File: src/rtl/wishbone_1mst_to_nslv_reg.sv
// Registered Wishbone classic 1-master to N-slave splitter: first-match decode, bus-error reply.
// Define WB_SPLIT_TIMEOUT_EN to build the REQ watchdog that turns a hung slave into an error reply.
module wishbone_1mst_to_nslv_reg #(
    parameter int unsigned            NB_SLV   = 4,
    parameter logic [NB_SLV*32-1:0]   ADDR_TAB = {32'h3003_0000, 32'h3002_0000,
                                                  32'h3001_0000, 32'h3000_0000},
    parameter logic [NB_SLV*32-1:0]   MASK_TAB = {4{32'hFFFF_0000}},
    parameter logic [31:0]            ERR_DATA = 32'hBADA_DD00,
    parameter int unsigned            TIMEOUT  = 255
) (
    input  logic                     wb_clk_i,
    input  logic                     wb_rst_n_i,
    input  logic                     wbs_m_cyc_i,
    input  logic                     wbs_m_stb_i,
    input  logic [31:0]              wbs_m_adr_i,
    input  logic                     wbs_m_we_i,
    input  logic [31:0]              wbs_m_dat_i,
    input  logic [3:0]               wbs_m_sel_i,
    output logic [31:0]              wbs_m_dat_o,
    output logic                     wbs_m_ack_o,
    output logic [NB_SLV-1:0]        wbs_s_cyc_o,
    output logic [NB_SLV-1:0]        wbs_s_stb_o,
    output logic [31:0]              wbs_s_adr_o,
    output logic                     wbs_s_we_o,
    output logic [31:0]              wbs_s_dat_o,
    output logic [3:0]               wbs_s_sel_o,
    input  logic [32*NB_SLV-1:0]     wbs_s_dat_i,
    input  logic [NB_SLV-1:0]        wbs_s_ack_i,
    output logic                     bus_err_o,
    output logic [7:0]               err_cnt_o
);

    localparam int unsigned DW          = 32;
    localparam int unsigned CW          = 8;
    localparam int unsigned WDW         = 16;
    localparam logic [CW-1:0] ERR_CNT_MAX = 8'hFF;

    typedef enum logic [1:0] {
        ST_IDLE = 2'd0,
        ST_REQ  = 2'd1,
        ST_RESP = 2'd2,
        ST_ERR  = 2'd3
    } state_e;

    state_e              state_q, state_d;
    logic [NB_SLV-1:0]   sel_q, sel_d;
    logic [NB_SLV-1:0]   req_q, req_d;
    logic                m_ack_q, m_ack_d;
    logic                bus_err_q, bus_err_d;
    logic [DW-1:0]       m_dat_q, m_dat_d;
    logic [CW-1:0]       err_cnt_q, err_cnt_d;

    logic [NB_SLV-1:0]   raw_hit_c;
    logic [NB_SLV-1:0]   hit_c;
    logic [DW-1:0]       rdata_c;
    logic                ack_hit_c;
    logic                start_c;
    logic                timeout_c;

    // Address decode against every window; lowest index wins on overlap.
    always_comb begin
        raw_hit_c = '0;
        for (int unsigned i = 0; i < NB_SLV; i++) begin
            raw_hit_c[i] = (wbs_m_adr_i & MASK_TAB[32*i +: 32]) ==
                           (ADDR_TAB[32*i +: 32] & MASK_TAB[32*i +: 32]);
        end
    end

    assign hit_c = raw_hit_c & (~raw_hit_c + NB_SLV'(1));

    // Read data of the latched slave; sel_q is one-hot so an OR-mux suffices.
    always_comb begin
        rdata_c = '0;
        for (int unsigned i = 0; i < NB_SLV; i++) begin
            if (sel_q[i]) begin
                rdata_c = rdata_c | wbs_s_dat_i[DW*i +: DW];
            end
        end
    end

    assign ack_hit_c = |(wbs_s_ack_i & sel_q);

    // m_ack_q is still high in the first IDLE cycle after a reply; the master
    // has not yet had a chance to drop stb, so that cycle must not start a new access.
    assign start_c = wbs_m_cyc_i & wbs_m_stb_i & ~m_ack_q;

`ifdef WB_SPLIT_TIMEOUT_EN
    logic [WDW-1:0] wdog_q, wdog_d;

    always_comb begin
        wdog_d = '0;
        if (state_q == ST_REQ) begin
            wdog_d = wdog_q + WDW'(1);
        end
    end

    always_ff @(posedge wb_clk_i or negedge wb_rst_n_i) begin
        if (!wb_rst_n_i) begin
            wdog_q <= '0;
        end else begin
            wdog_q <= wdog_d;
        end
    end

    assign timeout_c = (wdog_q == WDW'(TIMEOUT - 1));
`else
    logic [31:0] unused_timeout;

    assign unused_timeout = TIMEOUT;
    assign timeout_c      = 1'b0;
`endif

    // Next-state and registered-output logic.
    always_comb begin
        state_d   = state_q;
        sel_d     = sel_q;
        req_d     = '0;
        m_ack_d   = 1'b0;
        bus_err_d = 1'b0;
        m_dat_d   = m_dat_q;
        err_cnt_d = err_cnt_q;

        unique case (state_q)
            ST_IDLE: begin
                if (start_c) begin
                    sel_d = hit_c;
                    if (|hit_c) begin
                        state_d = ST_REQ;
                        req_d   = hit_c;
                    end else begin
                        state_d = ST_ERR;
                    end
                end
            end
            ST_REQ: begin
                if (!wbs_m_cyc_i) begin
                    state_d = ST_IDLE;
                end else if (ack_hit_c) begin
                    state_d = ST_RESP;
                    m_dat_d = rdata_c;
                end else if (timeout_c) begin
                    state_d = ST_ERR;
                end else begin
                    req_d = sel_q;
                end
            end
            ST_RESP: begin
                m_ack_d = 1'b1;
                state_d = ST_IDLE;
            end
            ST_ERR: begin
                m_ack_d   = 1'b1;
                bus_err_d = 1'b1;
                m_dat_d   = ERR_DATA;
                if (err_cnt_q != ERR_CNT_MAX) begin
                    err_cnt_d = err_cnt_q + CW'(1);
                end
                state_d = ST_IDLE;
            end
        endcase
    end

    always_ff @(posedge wb_clk_i or negedge wb_rst_n_i) begin
        if (!wb_rst_n_i) begin
            state_q   <= ST_IDLE;
            sel_q     <= '0;
            req_q     <= '0;
            m_ack_q   <= 1'b0;
            bus_err_q <= 1'b0;
            m_dat_q   <= '0;
            err_cnt_q <= '0;
        end else begin
            state_q   <= state_d;
            sel_q     <= sel_d;
            req_q     <= req_d;
            m_ack_q   <= m_ack_d;
            bus_err_q <= bus_err_d;
            m_dat_q   <= m_dat_d;
            err_cnt_q <= err_cnt_d;
        end
    end

    assign wbs_m_dat_o = m_dat_q;
    assign wbs_m_ack_o = m_ack_q;
    assign bus_err_o   = bus_err_q;
    assign err_cnt_o   = err_cnt_q;
    assign wbs_s_cyc_o = req_q;
    assign wbs_s_stb_o = req_q;

    // Shared slave-side bus is a straight pass-through of the master.
    assign wbs_s_adr_o = wbs_m_adr_i;
    assign wbs_s_we_o  = wbs_m_we_i;
    assign wbs_s_dat_o = wbs_m_dat_i;
    assign wbs_s_sel_o = wbs_m_sel_i;

endmodule

File: config.mk
export PLATFORM = sky130hd
export DESIGN_NAME = wishbone_1mst_to_nslv_reg
export DESIGN_NICKNAME = d
export VERILOG_FILES = /design/src/rtl/wishbone_1mst_to_nslv_reg.sv
export SDC_FILE = /design/constraint.sdc
export NUM_CORES = 1
export LEC_CHECK = 0
export ABC_CLOCK_PERIOD_IN_PS = 2700
export CAP_MARGIN = 20
export CELL_PAD_IN_SITES_DETAIL_PLACEMENT = 0
export CELL_PAD_IN_SITES_GLOBAL_PLACEMENT = 1
export CORE_MARGIN = 3
export CORE_UTILIZATION = 22
export DETAILED_ROUTE_END_ITERATION = 8
export GPL_ROUTABILITY_DRIVEN = 0
export PLACE_DENSITY_LB_ADDON = 0.15
export SYNTH_ARGS = -nofsm -noshare
export SYNTH_HDL_FRONTEND = slang
export SYNTH_SLANG_ARGS = --single-unit
File: constraint.sdc
create_clock -name wb_clk_i -period 2.7 [get_ports wb_clk_i]
set_clock_uncertainty 0.15 [all_clocks]
set_input_delay 0.27 -clock wb_clk_i [delete_from_list [all_inputs] [get_ports wb_clk_i]]
set_output_delay 0.27 -clock wb_clk_i [all_outputs]
set_load 0.005 [all_outputs]
# Word level (Yosys, flattened, before mapping)
# Cells that the tools add are included.
[classes]
n_eq_ne = 12
n_mux = 19
addsub = 2
n_reduce_logical = 9
n_bitwise = 9
[ops]
columns = ["op", "count"]
rows = [
  ["$mux 32", 6],
  ["$or 32x32->32", 3],
  ["$eq 16x14->1 const B", 4],
  ["$pmux 32 s2", 1],
  ["$mux 4", 4],
  ["$add 8x1->8 const B", 1],
  ["$and 4x4->4", 2],
  ["$mux 2", 4],
  ["$ne 8x8->1 const B", 1],
  ["$pmux 4 s2", 1],
  ["$reduce_or 4->1", 2],
  ["$ne 2x2->1 const B", 3],
  ["$pmux 2 s3", 1],
  ["$reduce_and 2->1", 3],
  ["$add 4x1->4 const B", 1],
  ["$eq 2x2->1 const B", 2],
  ["$not 4->4", 1],
  ["$ne 3x3->1 const B", 1],
  ["$reduce_and 3->1", 1],
  ["$and 1x1->1", 2],
  ["$eq 2x1->1 const B", 1],
  ["$logic_not 2->1", 1],
  ["$mux 1", 2],
  ["$reduce_bool 2->1", 1],
  ["other kinds (2)", 2],
]
[word_totals]
inputBits = 205
ff_bits = 52
output_inout_bits = 119
word_cells = 58

# Depth between registers and ports, before layout
# Gate-level depths: netlist of run 1.
[depth]
word_depth = 10
ltp_mapped = 6

# Least setup slack after synthesis of run 1
# No wires, ideal clock.
[synth_path]
path_type = "register -> register"
start = "register state_q[1]"
end = "register sel_q[0]"
period_less_slack_ps = 1636
stages_incl_launch_ff = 5
path_slack_ps = 1064
arrival_time_ps = 1422
required_time_ps = 2486
path_buffers = 1
path_cell_list = "dfrtp_1 or4_4 buf_6 nor4b_4 a21o_1"
[synth_via]
elab_chain_cells = 2
[synth_lines]
columns = ["element", "line", "rtl"]
rows = [
  ["start, declared", "45", "state_e state_q, state_d;"],
  ["start signal, assigned", "173", "state_q <= state_d;"],
  ["$logic_not 2->1", "123", "unique case (state_q)"],
  ["$reduce_and 2->1 (no line)", "n/a", ""],
  ["end signal, assigned", "174", "sel_q <= sel_d;"],
  ["end, declared", "46", "logic [NB_SLV-1:0] sel_q, sel_d;"],
]
# Every way passes these cells.
# A chain may end at the register's enable or synchronous reset.

# Worst setup path in the final report of run 1
[layout_path]
start = "register state_q[1]"
end = "register m_dat_q[19] (netlist: wbs_m_dat_o[19])"
[layout_via]
elab_chain_cells = 3
word_cells_on_any_way = 7
classes_between = "eq/ne (4); mux (1); reduce/logical (2)"
[layout_lines]
columns = ["element", "line", "rtl"]
rows = [
  ["$eq 2x1->1 / $eq 2x2->1 (equally long branches)", "123", ""],
  ["$ne 2x2->1 (no line) / $reduce_bool 2->1 (equally long branches)", "n/a", ""],
  ["$reduce_and 3->1 (no line)", "n/a", ""],
  ["end signal, assigned", "178", "m_dat_q <= m_dat_d;"],
  ["end, declared", "50", "logic [DW-1:0] m_dat_q, m_dat_d;"],
]
# Several ways; a longest one is shown, not always the timed one.

==> results of run 1 <==
-- critical path, cell delays in order (launching register included) --
cell,delay (ns)
sky130_fd_sc_hd__dfrtp_1,0.43
sky130_fd_sc_hd__nand2_1,0.07
sky130_fd_sc_hd__buf_4,0.18
sky130_fd_sc_hd__inv_1,0.31
sky130_fd_sc_hd__or2_0,0.52
sky130_fd_sc_hd__a2bb2oi_1,0.22
-- stage by stage --
| stage | cell area, um^2 | cells | utilization [%] |
|---|---|---|---|
| 4_1_cts | 5249 | 637 | 36.95 |
| 5_1_grt | 5249 | 637 | 36.95 |
| 2_1_floorplan | 3278 | 317 | - |
| 6_report | 5249 | 637 | 36.95 |
| 3_5_place_dp | 5092 | 628 | 35.85 |
| 3_3_place_gp | 5092 | 628 | 35.85 |
-- flip-flops by register name, summed over array words and instances (netlist names) --
| name | flops |
|---|---|
| wbs_s_cyc_o | 4 |
| wbs_m_ack_o | 1 |
| wbs_m_dat_o | 32 |
| err_cnt_o | 8 |
| state_q | 2 |
| bus_err_o | 1 |
| sel_q | 4 |
-- cells in the mapped netlist, types with 4 or more instances --
master and number:
sky130_fd_sc_hd__buf_4 73, sky130_fd_sc_hd__dfrtp_1 52, sky130_fd_sc_hd__a22o_1 33, sky130_fd_sc_hd__a221oi_1 32
sky130_fd_sc_hd__o2bb2ai_1 16, sky130_fd_sc_hd__nand2_1 13, sky130_fd_sc_hd__clkbuf_1 12, sky130_fd_sc_hd__buf_2 10
sky130_fd_sc_hd__a2bb2oi_1 9, sky130_fd_sc_hd__nor3_1 8, sky130_fd_sc_hd__a31oi_1 7, sky130_fd_sc_hd__mux2_2 4
sky130_fd_sc_hd__nand3_1 4
-- power by group through the flow --
stage,sequential (mW),clock [mW],combinational (mW)
after global routing,0.996,0.699,0.751
after floorplan,0.995,0,0.231
final,0.978,0.637,0.693
after CTS,0.982,0.669,0.707
after global placement,0.995,0,0.701
after detailed placement,0.996,0,0.705
-- worst max-delay path by stage --
stage | startpoint | to | cells after the start
6_report | state_q[1]$_DFFE_PN0P_ | wbs_m_dat_o[19]$_DFFE_PN0P_ | 5
5_1_grt | state_q[1]$_DFFE_PN0P_ | wbs_m_dat_o[10]$_DFFE_PN0P_ | 5
4_1_cts | state_q[1]$_DFFE_PN0P_ | wbs_m_dat_o[31]$_DFFE_PN0P_ | 5
3_5_place_dp | wbs_s_ack_i[0] | wbs_m_dat_o[31]$_DFFE_PN0P_ | 5
3_3_place_gp | wbs_s_ack_i[1] | wbs_m_dat_o[11]$_DFFE_PN0P_ | 5
2_1_floorplan | state_q[1]$_DFFE_PN0P_ | sel_q[0]$_DFFE_PN0P_ | 4
-- layer usage --
metal  wire length, um  up-vias
met4               200        2
met1              4716     1429
met3              1205       28
met2              6418      159
met5                13        -
li1                  -     1427
-- cell usage in the layout (no fill, tap or decap), types with 2 or more instances in the layout --
master | netlist | routed
sky130_fd_sc_hd__clkdlybuf4s50_1 | 0 | 216
sky130_fd_sc_hd__dfrtp_1 | 52 | 52
sky130_fd_sc_hd__a22o_1 | 33 | 33
sky130_fd_sc_hd__a221oi_1 | 32 | 32
sky130_fd_sc_hd__o2bb2ai_1 | 16 | 16
sky130_fd_sc_hd__nand2_1 | 13 | 13
sky130_fd_sc_hd__buf_4 | 73 | 12
sky130_fd_sc_hd__a2bb2oi_1 | 9 | 9
sky130_fd_sc_hd__nor3_1 | 8 | 8
sky130_fd_sc_hd__a31oi_1 | 7 | 7
sky130_fd_sc_hd__clkbuf_16 | 0 | 5
sky130_fd_sc_hd__nand3_1 | 4 | 4
sky130_fd_sc_hd__mux2_2 | 4 | 4
sky130_fd_sc_hd__nor2_1 | 3 | 3
sky130_fd_sc_hd__o21ai_0 | 3 | 3
sky130_fd_sc_hd__a21o_1 | 3 | 3
sky130_fd_sc_hd__nand2b_1 | 3 | 3
sky130_fd_sc_hd__a22oi_2 | 2 | 2
sky130_fd_sc_hd__nor4_1 | 2 | 2
sky130_fd_sc_hd__nor4b_1 | 2 | 2
sky130_fd_sc_hd__and4_1 | 2 | 2
sky130_fd_sc_hd__nand4_1 | 2 | 2
sky130_fd_sc_hd__and3_1 | 2 | 2
sky130_fd_sc_hd__xnor2_1 | 2 | 2
sky130_fd_sc_hd__a21oi_1 | 2 | 2
sky130_fd_sc_hd__clkbuf_1 | 12 | 2
-- cell type report --
cell class / count / area, um^2 / share of cell area [%]
multi-input cells: 166 / 1305 / 24.86
inverters: 1 / 3.754 / 0.07151
repair buffers: 230 / 2267 / 43.19
clock buffers: 8 / 146.4 / 2.789
well taps: 180 / 225.2 / 4.291
flip-flops and latches: 52 / 1301 / 24.79
-- kinds of logic after synthesis --
group                    count (synthesis)
AO/OA/AOI/OAI                          109
buffers and inverters                   99
flip-flops                              52
AND/OR/NAND/NOR                         49
multiplexers                             4
XOR/XNOR                                 3
adder cells (fa/ha/maj)                  1
==> run summary, run 1 <==
The flow ran to the end, and the final reports show no timing, DRC or antenna violations. The number of enable flip-flop cells after synthesis came out at 0. The worst hold path belongs to the class reg2reg.

STA classifies the critical path startpoint as a register. The clock share of power is 27.6%. Setup violations remaining at the end of the flow were counted as 0. The final setup slack of the worst path is approximately 0.76 ns. The compound-cell area share of the yosys netlist came out at 28.17%. The tightest slew margin relative to the limit came out at 62.18%. Setup repair after global routing left no endpoint under its margin. The worst register-to-register path has a depth of 5.

Timing would allow up to 514.2 MHz. The combinational share of power came out at around 30%. The global-route wire length before repair is 18230 um. The peak supply drop came out at 0.2408 mV. Sequential cells burn between 40% and 50% of the power.

The share of synthesized flip-flops with an asynchronous set or reset came out at 100.0%. The worst-margin pin slew came out at 0.5672 ns. In the global route stage, met2 resource usage came out at 25.88%. The number of buffers on the longest clock path came out at 2.

Counting every instance in the synthesized netlist gives approximately 320. Of the total synthesized cell area, the portion taken by AND, OR, NAND and NOR gates is around 9.1%. Relative to the synthesized area, the layout overhead comes to 60.11%.

The total die area is 0.01640 mm^2. The post-CTS resize count is 0. The critical hold path startpoint is state_q[1]$_DFFE_PN0P_. The final-layout setup total negative slack is 0 ns. The adder-cell area share of the yosys netlist came out at 0.3817%. The post-synthesis share of cell area spent on xor and xnor gates came out at 0.8015%. The end of the worst hold path is wbs_m_ack_o$_DFF_PN0_.

Counting the fill cells in the layout gives 1491. The maximum level of the CTS H-tree came out at 2. The hold-critical path depth came out at 0. The count of antenna-violating nets left after detailed routing came out at 0. The number of iterations in the first detailed-routing pass is 4. The analysis attributes to net switching a power of 0.5409 mW.

The final critical path takes up 72.02% of the cycle. met2 is the most crowded layer. The critical path data required time is 2.75 ns. The largest net degree at the start of global routing came out at 28. The via count of the first global-routing pass came out at around 3300. Synthesis instantiated 41 different standard cells from the library. The per-cell routed wire length is 19.71 um.

The starting density of the core is between 20% and 30%. The final number of max-transition violations came out at 0. The number of hold-slack violations in the final timing report is 0. The start-to-end type of the worst setup path is reg2reg. The number of antenna violations at the first check in global routing came to 1. The synthesized area came out at between 0.003 and 0.004 mm^2. The worst register-to-register path ends at wbs_m_dat_o[19]$_DFFE_PN0P_.

The share of cells above drive strength 1 came out at 7.002%. The total length of routed wires is 12550 um. TritonCTS built the clock tree.

Global routing finished with a remaining overflow of 0. Hold timing on the final database bottoms out at a slack of 0.3333 ns. The antenna cell count is 0. The routing usage on met3 is just over 5%.

The clock slew at the register clock pins of the worst setup and hold paths is approximately 0.07 ns. The flip-flop and latch count after synthesis is 52. For this run, the number of Yosys warnings is 0. The half-perimeter wire length of the detailed placement result is 10240 um. The design internal power is between 1.5 and 2 mW. The leakage power total came out at 2.010 nW. The number of buffers inserted during clock tree synthesis came out at 5. The area share of the leading cell type in the synthesized netlist is about 40%.

The clock network latency to the later pin of the worst-skew pair is around 0.28 ns. The core region is 0.01420 mm^2. The met1 track demand over resource in global routing came out at between 15 and 20%. The launching point of the worst reg2reg path is state_q[1]$_DFFE_PN0P_.

The total number of nets in the final design is 662. The arrival time at the worst endpoint came out at 2.00 ns. After clock tree synthesis, the flow added hold-fix buffers numbering 1.

The die width is ~130 um. The number of top-level pins came out at 324. Ranked by total cell area, the synthesized netlist is headed by sky130_fd_sc_hd__dfrtp_1, sky130_fd_sc_hd__buf_4, sky130_fd_sc_hd__a22o_1. The buffer type at the clock tree root is sky130_fd_sc_hd__clkbuf_16. The buffers inserted during post-CTS setup optimization is 0. The worst slack after detailed placement is 0.6327 ns. The clock sink count is 52. The portion of netlist area occupied by mux cells is roughly 1.4%. The tool flagged a number of max-cap violations equal to 0. Synthesis produced a netlist with a net count of 523. Each instance of the synthesized netlist takes up on average 10.34 um^2. Along the worst path, the maximum fanout reaches 12. The total power divided by cell area is 439.7 mW/mm^2.

The remaining design rule violation count is 0. The ratio of routed vias to standard cells is 4.780. The worst setup path is captured at a register. After the first detailed-routing iteration, the DRC count stood at around 140.

For this run, the leading register cell type out of synthesis is sky130_fd_sc_hd__dfrtp_1. In this run the core area contains 43 standard-cell rows. The total routing resource utilization after global routing came out at 14.32%. The total power after layout is 2.308 mW. For this run, the register share of the synthesized area comes to 39.69%. After synthesis, the largest family of logic cells by area is compound AO/OA/AOI/OAI gates. The shortest clock period the worst path allows after layout is 1.945 ns. The count of buffers added on input and output ports is 217. Net switching is 23.44% of the power. The post-synthesis cell type with the largest combined area is sky130_fd_sc_hd__dfrtp_1. From bottom edge to top edge, the die measures 128.1 um. The slack of the worst reg-to-reg path came out at about 0.76 ns. The routed layout has just over 3000 vias.
Power figures use the tool's default switching activity.
==> inputs of run 2 (changes only) <==
--- a/config.mk
+++ b/config.mk
@@ -5,12 +5,12 @@
 export SDC_FILE = /design/constraint.sdc
 export NUM_CORES = 1
 export LEC_CHECK = 0
-export ABC_CLOCK_PERIOD_IN_PS = 2700
+export ABC_CLOCK_PERIOD_IN_PS = 1900
 export CAP_MARGIN = 20
 export CELL_PAD_IN_SITES_DETAIL_PLACEMENT = 0
 export CELL_PAD_IN_SITES_GLOBAL_PLACEMENT = 1
 export CORE_MARGIN = 3
-export CORE_UTILIZATION = 22
+export CORE_UTILIZATION = 20
 export DETAILED_ROUTE_END_ITERATION = 8
 export GPL_ROUTABILITY_DRIVEN = 0
 export PLACE_DENSITY_LB_ADDON = 0.15
==> constraint.sdc (replaced) <==
create_clock -name wb_clk_i -period 1.9 [get_ports wb_clk_i]
set_clock_uncertainty 0.15 [all_clocks]
set_input_delay 0.19 -clock wb_clk_i [delete_from_list [all_inputs] [get_ports wb_clk_i]]
set_output_delay 0.19 -clock wb_clk_i [all_outputs]
set_load 0.005 [all_outputs]
==> run summary, run 2 (synthesized netlist as in run 1, its figures left out) <==
The buffers inserted during post-CTS setup optimization is 0 (unchanged). The most common cell after layout, fill and taps aside is sky130_fd_sc_hd__clkdlybuf4s50_1. The fmax came out at 567.1 MHz (+10%). The total power after layout is 3.327 mW (+44%). The worst-case hold slack is 0.2300 ns (-0.1033 ns). The shortest clock period the worst path allows after layout came out at 1.764 ns (-0.1812 ns).

The antenna cell count is 0 (unchanged). The arrival time at the worst endpoint came to 1.78 ns (-0.22 ns). The post-layout instance area is 0.005404 mm^2 (+3.0%). The ratio of routed vias to standard cells came out at 4.499 (-5.9%). The clock slew at the register clock pins of the worst setup and hold paths is 0.07 ns (about the same). Setup repair after global routing left no endpoint under its margin. The number of buffers inserted during clock tree synthesis is 5 (unchanged). The total core area is 0.01594 mm^2 (+12%). The top cell types in the final layout, fill and taps aside, are sky130_fd_sc_hd__clkdlybuf4s50_1, sky130_fd_sc_hd__dfrtp_1, sky130_fd_sc_hd__a22o_1, sky130_fd_sc_hd__a221oi_1, sky130_fd_sc_hd__o2bb2ai_1. The starting density of the core came to 20.56% (-2.5 points). The clock share of power was 28.2% (+0.6 points). The via count of the first global-routing pass is 3288 (+0.40%). The power dissipated by switching net loads was 0.8121 mW (+50%). Relative to the synthesized area, the layout overhead comes to 64.85%.

The count of antenna-violating nets left after detailed routing came out at 0 (unchanged). The tightest slew margin relative to the limit is 68.81% (+6.6 points). The maximum level of the CTS H-tree came out at 2 (unchanged). The worst slack after detailed placement came out at 0.02336 ns (-0.6093 ns). The total routing resource utilization after global routing came to 13.21% (-1.1 points). The post-CTS resize count is 0 (unchanged). The design internal power came out at 2.515 mW (+42%).

The portion of the clock cycle consumed by the worst path in the final layout came out at 92.82% (+21 points). The worst reg-to-reg path cell count is 6 (+1). The total die area came out at 0.01796 mm^2 (+9.5%). The total power divided by cell area is 615.7 mW/mm^2 (+40%). The most numerous cell type found on the critical path is sky130_fd_sc_hd__buf_4. The critical path is of the reg2reg type. The number of antenna violations at the first check in global routing came out at 0 (-1). The switching portion of total power came out at 24.41% (+0.97 points). Grouping stages by cell kind, the critical path spends the most delay in compound AO/OA/AOI/OAI gates. The total congestion overflow after global routing came out at 0 (unchanged). The flow ran to the end, and the final reports show no timing, DRC or antenna violations. The worst-path maximum fanout was 9 (-3). In this run the clock root is driven by a sky130_fd_sc_hd__clkbuf_16. The number of buffers on the longest clock path came out at 2 (unchanged). The share of total power in sequential cells came to 41.7% (-0.7 points). The total number of nets in the final design came to 668 (+0.91%).

The final-layout setup total negative slack is 0 ns (unchanged). The number of cells in the design after placement came out at 670 (+6.7%). Walking the worst path, the cells encountered are buf_4 > a22oi_2 > a21oi_2 > or2_0 > buf_4 > a2bb2oi_1. The largest net degree at the start of global routing came out at 53 (+89%). The clock sink count came out at 52 (unchanged). The delay of the slowest cell on the worst path was 0.42 ns (-0.10 ns).

The hold-critical path depth is 0 (unchanged). The critical path data required time came to 1.91 ns (-0.84 ns). The die width is 134.0 um (+4.6%). The row count is 46 (+7.0%). The leakage power total is 2.070 nW (+3.0%). The global-route wire length before repair is 18550 um (+1.8%). STA classifies the critical path endpoint as a register.

The number of maximum-capacitance constraint violations is 0 (unchanged). The worst-margin pin slew came out at 0.4636 ns (-0.1036 ns). The half-perimeter wire length of the detailed placement result is 9428 um (-8.0%). The violation count after the first detailed-routing iteration came out at 135 (-5.6%). The clock network latency to the later pin of the worst-skew pair came out at 0.29 ns (about the same).

The final number of max-transition violations is 0 (unchanged). The number of gates on the worst path with buffers counted was 6 (+1). The worst setup path is launched from a register.

The per-cell routed wire length came out at 18.15 um (-7.9%). The count of placed standard cells in the final layout, fillers left out is 679 (+6.6%). The cts-stage hold buffer count is 1 (unchanged).

The final setup slack of the worst path came out at 0.1365 ns (-0.6188 ns). The final core area utilization came out at 33.90% (-3.1 points). The path class of the tightest hold or removal check is in2out. The combinational share of power came out at 30.1% (about the same). The cell area after placement came out at 0.005245 mm^2 (+3.0%).

The total setup violations reported at the end of the flow came out at 0 (unchanged). The peak supply drop is 0.3138 mV (+30%). The remaining design rule violation count is 0 (unchanged). The die height was 134.0 um (+4.6%). The overall via count from detail_route is 3055 (+0.33%). The share of cells above drive strength 1 is 8.639% (+1.6 points). The number of buffer and inverter instances along the worst setup path came to 2 (unchanged). The number of hold-slack violations in the final timing report is 0 (unchanged). The number of buffers inserted by port buffering is 217 (unchanged). TritonCTS built the clock tree. The number of top-level pins was 324 (unchanged). The total length of routed wires is 12320 um (-1.8%).

The number of flip-flops in the largest register came out at 32 (unchanged). The number of iterations in the first detailed-routing pass is 4 (unchanged). The slowest library cell on the worst path is sky130_fd_sc_hd__dfrtp_1.
## run 2: cell types whose count changed in the layout (fill, tap and decap cells not counted)
cell                       delta
sky130_fd_sc_hd__buf_4        +1
sky130_fd_sc_hd__clkbuf_1     -2
sky130_fd_sc_hd__clkinv_2     +2
sky130_fd_sc_hd__buf_12       +5
## run 2: layout make-up
cell class                      count  area (um^2)
Fill cell                        1660        10540
Tap cell                          216        270.3
Timing Repair Buffer              236         2375
Multi-Input combinational cell    166         1305
Clock inverter                      2        10.01
Sequential cell                    52         1301
Clock buffer                        6        138.9
Inverter                            1        3.754
## run 2: worst paths after layout
path                                             from                     endpoint  slack, ns
min in group asynchronous                  wb_rst_n_i     wbs_s_cyc_o[3]$_DFF_PN0_       0.26
max in group asynchronous                  wb_rst_n_i  wbs_m_dat_o[29]$_DFFE_PN0P_       1.09
hold / removal                         wbs_m_adr_i[5]               wbs_s_adr_o[5]       0.23
setup / recovery                 sel_q[0]$_DFFE_PN0P_  wbs_m_dat_o[20]$_DFFE_PN0P_       0.14
setup reg to reg                 sel_q[0]$_DFFE_PN0P_  wbs_m_dat_o[20]$_DFFE_PN0P_       0.14
hold reg to reg            wbs_m_dat_o[9]$_DFFE_PN0P_   wbs_m_dat_o[9]$_DFFE_PN0P_       0.35
## run 2: metal layers
| layer | vias to the layer above | track usage (%) | wire, um |
|---|---|---|---|
| met5 | - | 0 | 0 |
| met4 | 0 | 4.581 | 239 |
| met3 | 28 | 4.801 | 1116 |
| met2 | 144 | 23.05 | 6258 |
| met1 | 1448 | 14.92 | 4709 |
| li1 | 1435 | - | - |
## run 2: power groups by stage
stage	logic, mW	clock network [mW]	registers (mW)
after global placement	1.01	0	1.41
after global routing	1.07	1.03	1.41
after detailed placement	1.01	0	1.41
final	1.00	0.939	1.39
after CTS	1.02	0.990	1.39
after floorplan	0.328	0	1.41
